$ cat src/rtl/prio_arbiter_ctrl.sv
// Fixed-priority arbiter for four requesters (req[4] highest) with per-grant hold cap,
// a one-cycle gap between owners and one-shot masking of a timed-out owner.
module prio_arbiter_ctrl #(
    parameter int unsigned MAX_HOLD = 8,
    parameter int unsigned CNT_W    = 4
) (
    input  logic       clk,
    input  logic       reset,
    input  logic [4:1] req,
    output logic [4:1] gnt,
    output logic [2:0] gnt_code,
    output logic       busy,
    output logic       timeout
);

    typedef enum logic [1:0] {
        StIdle  = 2'b00,
        StGrant = 2'b01,
        StGap   = 2'b10
    } state_e;

    state_e             state_q;
    logic [CNT_W-1:0]   cnt_q;
    logic [4:1]         mask_q;
    logic [2:0]         owner_q;

    logic [4:1]         eff;
    logic [4:1]         win_gnt;
    logic [2:0]         win_code;
    logic               owner_req;

    // Mask only steers the choice; a sole masked requester still wins.
    always_comb begin
        eff = req & ~mask_q;
        if (eff == 4'b0000) begin
            eff = req;
        end
        win_gnt  = 4'b0000;
        win_code = 3'd0;
        if (eff[4]) begin
            win_gnt  = 4'b1000;
            win_code = 3'd4;
        end else if (eff[3]) begin
            win_gnt  = 4'b0100;
            win_code = 3'd3;
        end else if (eff[2]) begin
            win_gnt  = 4'b0010;
            win_code = 3'd2;
        end else if (eff[1]) begin
            win_gnt  = 4'b0001;
            win_code = 3'd1;
        end
    end

    assign owner_req = |(req & gnt);

    always_ff @(posedge clk) begin
        if (reset) begin
            state_q  <= StIdle;
            cnt_q    <= '0;
            mask_q   <= 4'b0000;
            owner_q  <= 3'd0;
            gnt      <= 4'b0000;
            gnt_code <= 3'd0;
            busy     <= 1'b0;
            timeout  <= 1'b0;
        end else begin
            case (state_q)
                StIdle: begin
                    timeout <= 1'b0;
                    if (win_code != 3'd0) begin
                        state_q  <= StGrant;
                        gnt      <= win_gnt;
                        gnt_code <= win_code;
                        busy     <= 1'b1;
                        cnt_q    <= CNT_W'(1);
                        owner_q  <= win_code;
                        mask_q   <= 4'b0000;
                    end else begin
                        gnt      <= 4'b0000;
                        gnt_code <= 3'd0;
                        busy     <= 1'b0;
                    end
                end
                StGrant: begin
                    if (!owner_req) begin
                        state_q  <= StGap;
                        gnt      <= 4'b0000;
                        gnt_code <= 3'd0;
                        busy     <= 1'b0;
                        timeout  <= 1'b0;
                    end else if (cnt_q == CNT_W'(MAX_HOLD)) begin
                        state_q  <= StGap;
                        gnt      <= 4'b0000;
                        gnt_code <= 3'd0;
                        busy     <= 1'b0;
                        timeout  <= 1'b1;
                        mask_q   <= mask_q | gnt;
                    end else begin
                        cnt_q    <= cnt_q + CNT_W'(1);
                    end
                end
                StGap: begin
                    state_q  <= StIdle;
                    gnt      <= 4'b0000;
                    gnt_code <= 3'd0;
                    busy     <= 1'b0;
                    timeout  <= 1'b0;
                end
                default: begin
                    state_q  <= StIdle;
                    cnt_q    <= '0;
                    mask_q   <= 4'b0000;
                    owner_q  <= 3'd0;
                    gnt      <= 4'b0000;
                    gnt_code <= 3'd0;
                    busy     <= 1'b0;
                    timeout  <= 1'b0;
                end
            endcase
        end
    end

endmodule

$ cat config.mk
export PLATFORM = sky130hd
export DESIGN_NAME = prio_arbiter_ctrl
export DESIGN_NICKNAME = d
export VERILOG_FILES = /design/src/rtl/prio_arbiter_ctrl.sv
export SDC_FILE = /design/constraint.sdc
export NUM_CORES = 1
export LEC_CHECK = 0
export ABC_AREA = 1
export CORE_UTILIZATION = 40
export CTS_CLUSTER_DIAMETER = 50
export CTS_CLUSTER_SIZE = 12
export DETAILED_ROUTE_END_ITERATION = 10
export SLEW_MARGIN = 20
export SYNTH_ARGS = -nofsm -noshare
export SYNTH_HDL_FRONTEND = slang
export SYNTH_SLANG_ARGS = --single-unit
$ cat constraint.sdc
create_clock -name clk -period 1.5 [get_ports clk]
set_input_delay 0.15 -clock clk [delete_from_list [all_inputs] [get_ports clk]]
set_output_delay 0.15 -clock clk [all_outputs]
set_load 0.05 [all_outputs]
==> metrics.md, run 1 <==
| Metric | Value |
|---|---|
| Status | `finished, final reports clean` |
| Post-Route WL | `between 2000 and 2500 um` |
| Core Util, Final | `between 60 and 70%` |
| Unrepaired setup endpoints after global routing | `true` |
| Final worst slack | `28.32 ps` |
| Combinational Power Share | `a little under a third` |
| Initial DRC Count | `17` |
| Grt met3 use | `2.727%` |
| Final setup skew | `between 9 and 10 ps` |
| TritonCTS clock tree | `done` |
| Commonest non-fill, non-tap cells in the layout | `buf_4, nand2_1, a21oi_1` |
| Worst EP required | `~1700 ps` |
| Sequential fraction of the synthesis area | `between 30% and 40%` |
| Cell Rows | `17` |
| Root buffer cell | `clkbuf_4` |
| Int Power | `around 0.82 mW` |
| Vias in the first global route | `about 900` |
| Final hold violations | `0` |
| Cells after Synth | `between 100 and 150` |
| Max_cap viols | `0` |
| Peak Freq | `between 600 and 700 MHz` |
| Worst hold path type | `flop to flop` |
| Clock Latency Late Sink | `290 ps` |
| Reg2Reg Launch Point | `mask_q[4]` |
| Synth unique cells | `21` |
| GRT Util Overall | `between 20% and 30%` |
| Worst rel slew slack | `between 80% and 90%` |
| CTS clock-pin slew for the worst setup and hold paths | `110 ps` |
| CP startpoint kind | `flop` |
| Mapped Area | `928.4 um2` |
| Arrival @ worst endpoint | `between 1500 and 2000 ps` |
| #FFs+latches synth | `18` |
| Routing usage on met1 | `about a quarter` |
| Die H | `about 50 um` |
| Switching share of power | `33.04%` |
| Share of layout cells above drive strength 1 | `43.10%` |
| Pwr per Cell Area | `894.8 nW/um2` |
| Area growth, synth to finish | `46.63%` |
| First-pass GRT wire length | `roughly 4000 um` |
| Clk network pwr share | `24.8%` |
| Final estimated routing congestion in global placement | `0.8176` |
| Ys Warns | `0` |
| Final setup viols | `0` |
| Reg power frac | `a little over two fifths` |
| Largest net degree at the start of global routing | `12` |
| Initial antenna violation count | `0` |
| # diodes | `0` |
| # placed instances | `195` |
| Most Crowded Layer GR | `met2` |
| Initial Util | `between 40% and 50%` |
| Layout Cells excl Fill | `slightly above 200` |
| Antenna Nets Post-Route | `0` |
| Post-Syn Nets | `142` |
| Maximum vdd drop | `about 0.60 mV` |
| Layout Nets | `between 150 and 200` |
| Final Slew Violations | `0` |
| Drt wl/cell | `roughly 12 um` |
| CP endpoint kind | `flop` |
| Static Leak | `0.5973 nW` |
| Final period utilization | `98.11%` |
| Vias/cell | `~4.9` |
| Grt met2 use | `between 30% and 40%` |
| Core outline area | `about 2200 um2` |
| Number of remaining DRC errors | `0` |
| Total CTS buffers | `3` |
| Worst hold path startpoint | `gnt_code[1]` |
| H-tree levels | `1` |
| Worst setup path startpoint | `mask_q[4]` |
| Die Area | `around 2500 um2` |
| I/O Buffers | `14` |
| Sw Pwr | `about 0.40 mW` |
| Die Wd | `around 50 um` |
| Num ports | `15` |
| Crit path kind | `flop to flop` |
| Router iterations before antenna repair | `4` |
| Clk sink count | `18` |
| Dpl hpwl | `approximately 1800 um` |
| Clock buffer depth | `2` |
| Worst slack, placed | `-286.3 ps` |
| Fin crit period | `around 1500 ps` |
| Worst slew pin tran | `roughly 270 ps` |
| Detailed-route via count | `between 900 and 1,000` |
| Grt ovf | `0` |
| Syn_area_per_cell | `6.928 um2` |
| Most common cell after layout, fill and taps aside | `buf_4` |
| Critical Path Fanout Max | `6` |
==> area by class of cell <==
| type | count | area [um2] |
|---|---|---|
| fillers | 202 | 829.5 |
| multi-input cells | 97 | 556.8 |
| flip-flops and latches | 18 | 369.1 |
| repair buffers | 38 | 297.8 |
| inverters | 17 | 66.31 |
| clock buffers | 4 | 36.28 |
| well taps | 28 | 35.03 |
==> per-stage QoR <==
step | cell area, um2 | hold slack [ps] | setup TNS (ps) | power (mW)
global route | 1361 | 491.4 | -386.8 | 1.286
global placement | 1231 | 454.3 | -2687 | 0.8855
floorplan | 932.1 | 219.4 | 0 | 0.7488
finish | 1361 | 468.1 | 0 | 1.218
detailed placement | 1231 | 455.8 | -3197 | 0.8924
CTS | 1285 | 473.0 | 0 | 1.198
==> layer usage <==
layer,wire length [um],vias to the layer above
met1,1063,450
met2,1255,27
met3,78,2
met4,9,0
met5,0,-
li1,-,507
==> synthesized netlist by cell type <==
cell,instances,area [um2]
a21oi_1,14,70.07
a22o_1,1,8.760
a31oi_1,1,6.260
buf_4,1,7.510
clkbuf_1,1,3.750
clkinv_1,1,3.750
dfxtp_1,18,360.4
ha_1,2,25.02
inv_1,16,60.06
nand2_1,37,138.9
nand2_2,1,6.260
nand3_1,4,20.02
nand3_2,2,20.02
nand3_4,2,35.03
nand4_1,4,25.02
nor2_1,16,60.06
nor2_2,3,18.77
nor3_1,1,5.000
o21ai_0,6,30.03
or2_0,1,6.260
xor2_1,2,17.52
==> worst paths after layout <==
check	endpoint	slack [ps]	cells past startpoint
setup / recovery	cnt_q[0]	30	12
setup reg to reg	cnt_q[0]	30	12
hold reg to reg	gnt_code[1]	470	2
hold / removal	gnt_code[1]	470	2
==> sequential cells by signal, summed over array words and instances (netlist names) <==
signal    flops
gnt_code      2
state_q       2
gnt           4
cnt_q         4
busy          1
timeout       1
mask_q        4
==> logic make-up after synthesis <==
| logic type | count (synthesis) | synth area share, % |
|---|---|---|
| AO/OA/AOI/OAI | 22 | 12.40 |
| XOR/XNOR | 2 | 1.887 |
| adder cells (fa/ha/maj) | 2 | 2.695 |
| buffers and inverters | 19 | 8.086 |
| flip-flops | 18 | 38.81 |
| AND/OR/NAND/NOR | 71 | 36.12 |
==> power by group through the flow <==
| stage | logic (mW) | registers [mW] | clock network, mW |
|---|---|---|---|
| after CTS | 0.362 | 0.528 | 0.308 |
| after detailed placement | 0.354 | 0.538 | 0 |
| after global routing | 0.422 | 0.533 | 0.331 |
| final | 0.388 | 0.529 | 0.302 |
| after floorplan | 0.163 | 0.586 | 0 |
| after global placement | 0.349 | 0.537 | 0 |
==> critical path: stages (launching register included) <==
cell and delay, ps:
dfxtp_2 350, inv_1 40, nand2_1 80, nand2_2 80
nor2_4 120, nor2_2 50, nor2_2 140, nor2_2 70
nand3_4 130, nand3_4 110, nand2_1 80, nand2_1 50
nor2_1 90
==> what timing repair did <==
item                       CTS  global route
hold endpoints to repair     0             0
pin swaps                    2            14
hold buffers                 0             0
resized for setup            7            24
setup endpoints to repair    4            11
buffers inserted             0             4
(Power assumes the default switching activity.)
==> inputs of run 2 (changes only) <==
==> constraint.sdc (replaced) <==
create_clock -name clk -period 1.3 [get_ports clk]
set_input_delay 0.13 -clock clk [delete_from_list [all_inputs] [get_ports clk]]
set_output_delay 0.13 -clock clk [all_outputs]
set_load 0.05 [all_outputs]
==> metrics.md, run 2 (synthesis results as in run 1) <==
| Metric | Value |
|---|---|
| Status | `finished with violations` |
| Failing checks | `negative setup slack` |
| Max_cap viols | `0` |
| Peak Freq | `684.2 MHz` |
| Final estimated routing congestion in global placement | `slightly above 0.9` |
| Final setup skew | `8.242 ps` |
| Final worst slack | `-161.5 ps` |
| Max incr delay on CP | `about 350 ps` |
| Arrival @ worst endpoint | `about 1700 ps` |
| Fin crit period | `approximately 1500 ps` |
| Commonest non-fill, non-tap cells in the layout | `buf_4, nand2_1, a21oi_1` |
| Antenna Nets Post-Route | `0` |
| CP startpoint kind | `flop` |
| Number of remaining DRC errors | `0` |
| Final TNS setup | `-1333 ps` |
| Detailed-route via count | `1,017` |
| Worst slack, placed | `-398.4 ps` |
| Worst EP required | `around 1500 ps` |
| Post-Route WL | `2533 um` |
| Drt wl/cell | `~12 um` |
| Core outline area | `roughly 2200 um2` |
| CP Cell Sequence | `inv_1 > nand2_2 > nand2_2 > nor2_4 > nor2_2 > nor2_2 > nor2_4 > nand3_4 > nand3_4 > nand2_1 > nand2_1 > nor2_1` |
| CP endpoint kind | `flop` |
| Biggest regs | `cnt_q: 4 flops, gnt: 4 flops, mask_q: 4 flops` |
| Die H | `roughly 50 um` |
| Share of layout cells above drive strength 1 | `48.89%` |
| Final Slew Violations | `0` |
| Hold WS | `between 400 and 500 ps` |
| Initial Util | `42.38%` |
| Pwr per Cell Area | `between 900 and 1000 nW/um2` |
| Final setup viols | `14` |
| Root buffer cell | `clkbuf_4` |
| Vias in the first global route | `around 960` |
| Clock buffer depth | `2` |
| Worst slew pin tran | `285.7 ps` |
| CTS clock-pin slew for the worst setup and hold paths | `roughly 110 ps` |
| I/O Buffers | `14` |
| Router iterations before antenna repair | `4` |
| Maximum vdd drop | `a little over 0.7 mV` |
| Area growth, synth to finish | `68.06%` |
| First-pass GRT wire length | `between 4000 and 5000 um` |
| Static Leak | `roughly 0.66 nW` |
| Die Area | `between 2000 and 3000 um2` |
| Critical Path Fanout Max | `6` |
| TritonCTS clock tree | `done` |
| GRT Util Overall | `a little over a fifth` |
| Worst hold path type | `flop to flop` |
| Num ports | `15` |
| Initial antenna violation count | `0` |
| H-tree levels | `1` |
| Grt ovf | `0` |
| Clk sink count | `18` |
| Die Wd | `50.18 um` |
| Fill count | `roughly 180` |
| Final period utilization | `112.4%` |
| Layout Nets | `189` |
| Critical-path top delay cell | `dfxtp_2` |
| Worst rel slew slack | `approximately four fifths` |
| Largest net degree at the start of global routing | `12` |
| Dpl hpwl | `around 1800 um` |
| Unrepaired setup endpoints after global routing | `true` |
| Crit path kind | `flop to flop` |
| Clock Latency Late Sink | `approximately 300 ps` |
| Cell Rows | `17` |
| Final hold violations | `0` |
| # diodes | `0` |
| Most common cell after layout, fill and taps aside | `buf_4` |
| Initial DRC Count | `27` |
| Total CTS buffers | `3` |
| Vias/cell | `between 4 and 5` |
| Post-CTS Hold Buffers | `0` |
run 2: area by class of cell:
| type | count | area [um2] | share of cell area [%] |
|---|---|---|---|
| Clock buffer | 4 | 36.28 | 2.326 |
| Inverter | 17 | 66.31 | 4.250 |
| Multi-Input combinational cell | 97 | 588.1 | 37.69 |
| Sequential cell | 18 | 376.6 | 24.14 |
| Tap cell | 28 | 35.03 | 2.245 |
| Timing Repair Buffer | 43 | 451.7 | 28.95 |
| Timing Repair inverter | 1 | 6.256 | 0.4010 |
run 2: stage by stage:
stage          cells  power (mW)  utilization, %  area (um2)
2_1_floorplan    134      0.8710               -       959.7
3_3_place_gp     199       1.087           63.96        1401
3_5_place_dp     199       1.092           63.96        1401
4_1_cts          206       1.466           68.30        1496
5_1_grt          208       1.560           71.22        1560
6_report         208       1.492           71.22        1560
run 2: final timing paths:
path	start	endpoint	slack [ps]	cells past startpoint
max	mask_q[3]	cnt_q[0]	-160	12
min	mask_q[1]	mask_q[1]	470	2
max reg2reg	mask_q[3]	cnt_q[0]	-160	12
min reg2reg	mask_q[1]	mask_q[1]	470	2
run 2: critical path, delay by kind of cell (launching register included):
| kind | cells | cell delay, ps |
|---|---|---|
| and+or+nand+nor | 11 | 1000 |
| DFF | 1 | 350 |
| buffers and inverters | 1 | 50 |
run 2: metal layers:
metal	global-route usage [%]	vias up	routed length, um
li1	-	520	-
met1	24.49	471	1070
met2	40.44	22	1349
met3	3.636	4	81
met4	4.286	0	31
met5	0	-	0
run 2: power by group:
part           leakage [nW]  switching (mW)  internal, mW
clock                0.0210           0.185         0.170
sequential            0.152          0.0280         0.586
combinational         0.491           0.285         0.237
total                 0.664           0.498         0.994
run 2: what timing repair did:
action | 4_1_cts | 5_1_grt
setup endpoints to repair | 16 | 17
pin swaps | 9 | 8
gates resized for setup | 17 | 17
setup buffers | 2 | 2
cloned | 1 | 0
==> inputs of run 3 (changes only) <==
--- a/config.mk
+++ b/config.mk
@@ -14,3 +14,4 @@
 export SYNTH_ARGS = -nofsm -noshare
 export SYNTH_HDL_FRONTEND = slang
 export SYNTH_SLANG_ARGS = --single-unit
+export TNS_END_PERCENT = 5
==> metrics.md, run 3 (synthesis results as in run 1) <==
| Metric | Value |
|---|---|
| Die H | `50.18 um` |
| Fin crit period | `~1400 ps` |
| Unrepaired setup endpoints after global routing | `true` |
| Detailed-route via count | `slightly above 1,000` |
| Dpl hpwl | `approximately 1800 um` |
| Num ports | `15` |
| Largest net degree at the start of global routing | `12` |
| Final TNS setup | `-1339 ps` |
| Reg power frac | `between 40% and 50%` |
| Commonest non-fill, non-tap cells in the layout | `buf_4, nand2_1, a21oi_1` |
| Post-CTS Hold Buffers | `0` |
| Core outline area | `between 2000 and 2500 um2` |
| Initial DRC Count | `25` |
| Final setup viols | `17` |
| Layout Cells excl Fill | `between 200 and 250` |
| Antenna Nets Post-Route | `0` |
| Arrival @ worst endpoint | `between 1500 and 2000 ps` |
| TritonCTS clock tree | `done` |
| Root buffer cell | `clkbuf_4` |
| Die Area | `~2500 um2` |
| Vias/cell | `4.866` |
| Worst hold path type | `flop to flop` |
| Max_cap viols | `0` |
| Max incr delay on CP | `between 500 and 600 ps` |
| Final Slew Violations | `0` |
| Post-Route WL | `about 2500 um` |
| CP Cell Sequence | `clkdlybuf4s50_1 > nand2_2 > nand2_2 > nor2_4 > nand2_1 > nand2_2 > nor2_2 > nand3_4 > buf_4 > nand4_1 > nand2_1 > nor2_1` |
| Int Power | `slightly above 0.9 mW` |
| Biggest regs | `cnt_q: 4 flops, gnt: 4 flops, mask_q: 4 flops` |
| Failing checks | `negative setup slack` |
| Drt wl/cell | `about 12 um` |
| Cell family with most CP delay | `simple AND/OR/NAND/NOR gates` |
| Area growth, synth to finish | `62.80%` |
| Final estimated routing congestion in global placement | `0.9404` |
| Layout Nets | `between 150 and 200` |
| Vias in the first global route | `between 1,000 and 1,500` |
| Status | `finished with violations` |
| Crit path kind | `primary input to flop` |
| Clock Latency Late Sink | `around 280 ps` |
| Die Wd | `50.18 um` |
| Most used cell, CP | `nand2_2` |
| Pwr per Cell Area | `912.9 nW/um2` |
| First-pass GRT wire length | `~4100 um` |
| Maximum vdd drop | `between 0.6 and 0.7 mV` |
| # placed instances | `just under 200` |
| Worst EP required | `roughly 1500 ps` |
| Most common cell after layout, fill and taps aside | `buf_4` |
| Combinational Power Share | `between 30 and 40%` |
| GRT Util Overall | `21.90%` |
| Number of remaining DRC errors | `0` |
| Peak Freq | `approximately 690 MHz` |
| Final period utilization | `111.4%` |
| Clk sink count | `18` |
| Core Util, Final | `approximately 70%` |
| Worst slew pin tran | `255.4 ps` |
| CP endpoint kind | `flop` |
| Clock buffer depth | `2` |
| # diodes | `0` |
| Final setup skew | `roughly 1.9 ps` |
| Static Leak | `about 0.66 nW` |
| Clk network pwr share | `19.6%` |
| Fill count | `193` |
| Critical path buffers and inverters | `2` |
| Final worst slack | `-147.6 ps` |
| Cell Rows | `17` |
| H-tree levels | `1` |
| Switching share of power | `roughly 33%` |
| CTS clock-pin slew for the worst setup and hold paths | `about 100 ps` |
| Critical Path Fanout Max | `6` |
| Critical-path top delay cell | `clkdlybuf4s50_1` |
| CP startpoint kind | `primary input` |
| Grt ovf | `0` |
| I/O Buffers | `14` |
| Router iterations before antenna repair | `4` |
| Sw Pwr | `about 0.46 mW` |
| Share of layout cells above drive strength 1 | `44.75%` |
| Total CTS buffers | `3` |
| Final hold violations | `0` |
| Initial antenna violation count | `0` |
| Worst rel slew slack | `82.93%` |
| Initial Util | `between 40% and 50%` |
==> run 3: changes by cell type in the layout (fill, tap and decap cells not counted), sizes merged <==
cell / before / now
buf: 38 / 41
clkbuf: 4 / 3
inv: 18 / 17
==> run 3: layer usage <==
layer,routed length (um),vias to the layer above,track usage [%]
li1,-,527,-
met1,952,457,22.28
met2,1357,29,41.33
met3,145,4,4.242
met4,25,0,11.43
met5,0,-,0
==> run 3: stage by stage <==
stage	hold slack (ps)	power [mW]	setup WS [ps]	area [um2]
after global routing	496.3	1.464	-260.2	1511
after floorplan	199.4	0.8679	-19.11	950.9
final	475.5	1.380	-147.6	1511
after detailed placement	460.0	1.089	-449.2	1393
after global placement	455.2	1.080	-385.8	1393
after CTS	474.9	1.376	-121.2	1480
==> run 3: cell type report <==
type	count	area, um2	share of cell area (%)
clock buffers	3	22.52	1.490
well taps	28	35.03	2.318
repair buffers	46	470.5	31.13
inverters	17	66.31	4.387
flip-flops and latches	18	375.4	24.83
multi-input cells	97	541.8	35.84
==> run 3: worst reg2reg max path, cell delays in order (launching register included) <==
cell and delay [ps]:
dfxtp_2 340, inv_1 60, nand2_2 60, nand2_2 70
nor2_4 50, nand2_1 90, nand2_2 70, nor2_2 140
nand3_4 140, buf_4 170, nand4_1 60, nand2_1 50
nor2_1 80
==> run 3: power groups by stage <==
| stage | clock network, mW | logic [mW] | registers (mW) |
|---|---|---|---|
| floorplan | 0 | 0.193 | 0.675 |
| global placement | 0 | 0.458 | 0.622 |
| detailed placement | 0 | 0.464 | 0.625 |
| CTS | 0.284 | 0.481 | 0.612 |
| global route | 0.306 | 0.541 | 0.616 |
| finish | 0.270 | 0.498 | 0.611 |
==> run 3: path summary, 6_finish.rpt <==
path              cells past startpoint        end       from  slack [ps]
setup / recovery                     12   cnt_q[2]     req[4]        -150
hold / removal                        2  mask_q[1]  mask_q[1]         480
hold reg to reg                       2  mask_q[1]  mask_q[1]         480
setup reg to reg                     12   cnt_q[2]  mask_q[3]        -140
==> run 3: repair_timing <==
action                                  CTS  global route
hold endpoints to repair                  0             0
resized for setup                        14             8
endpoints found under the setup margin   16            17
pin swaps                                 9             8
buffers inserted                          5             2
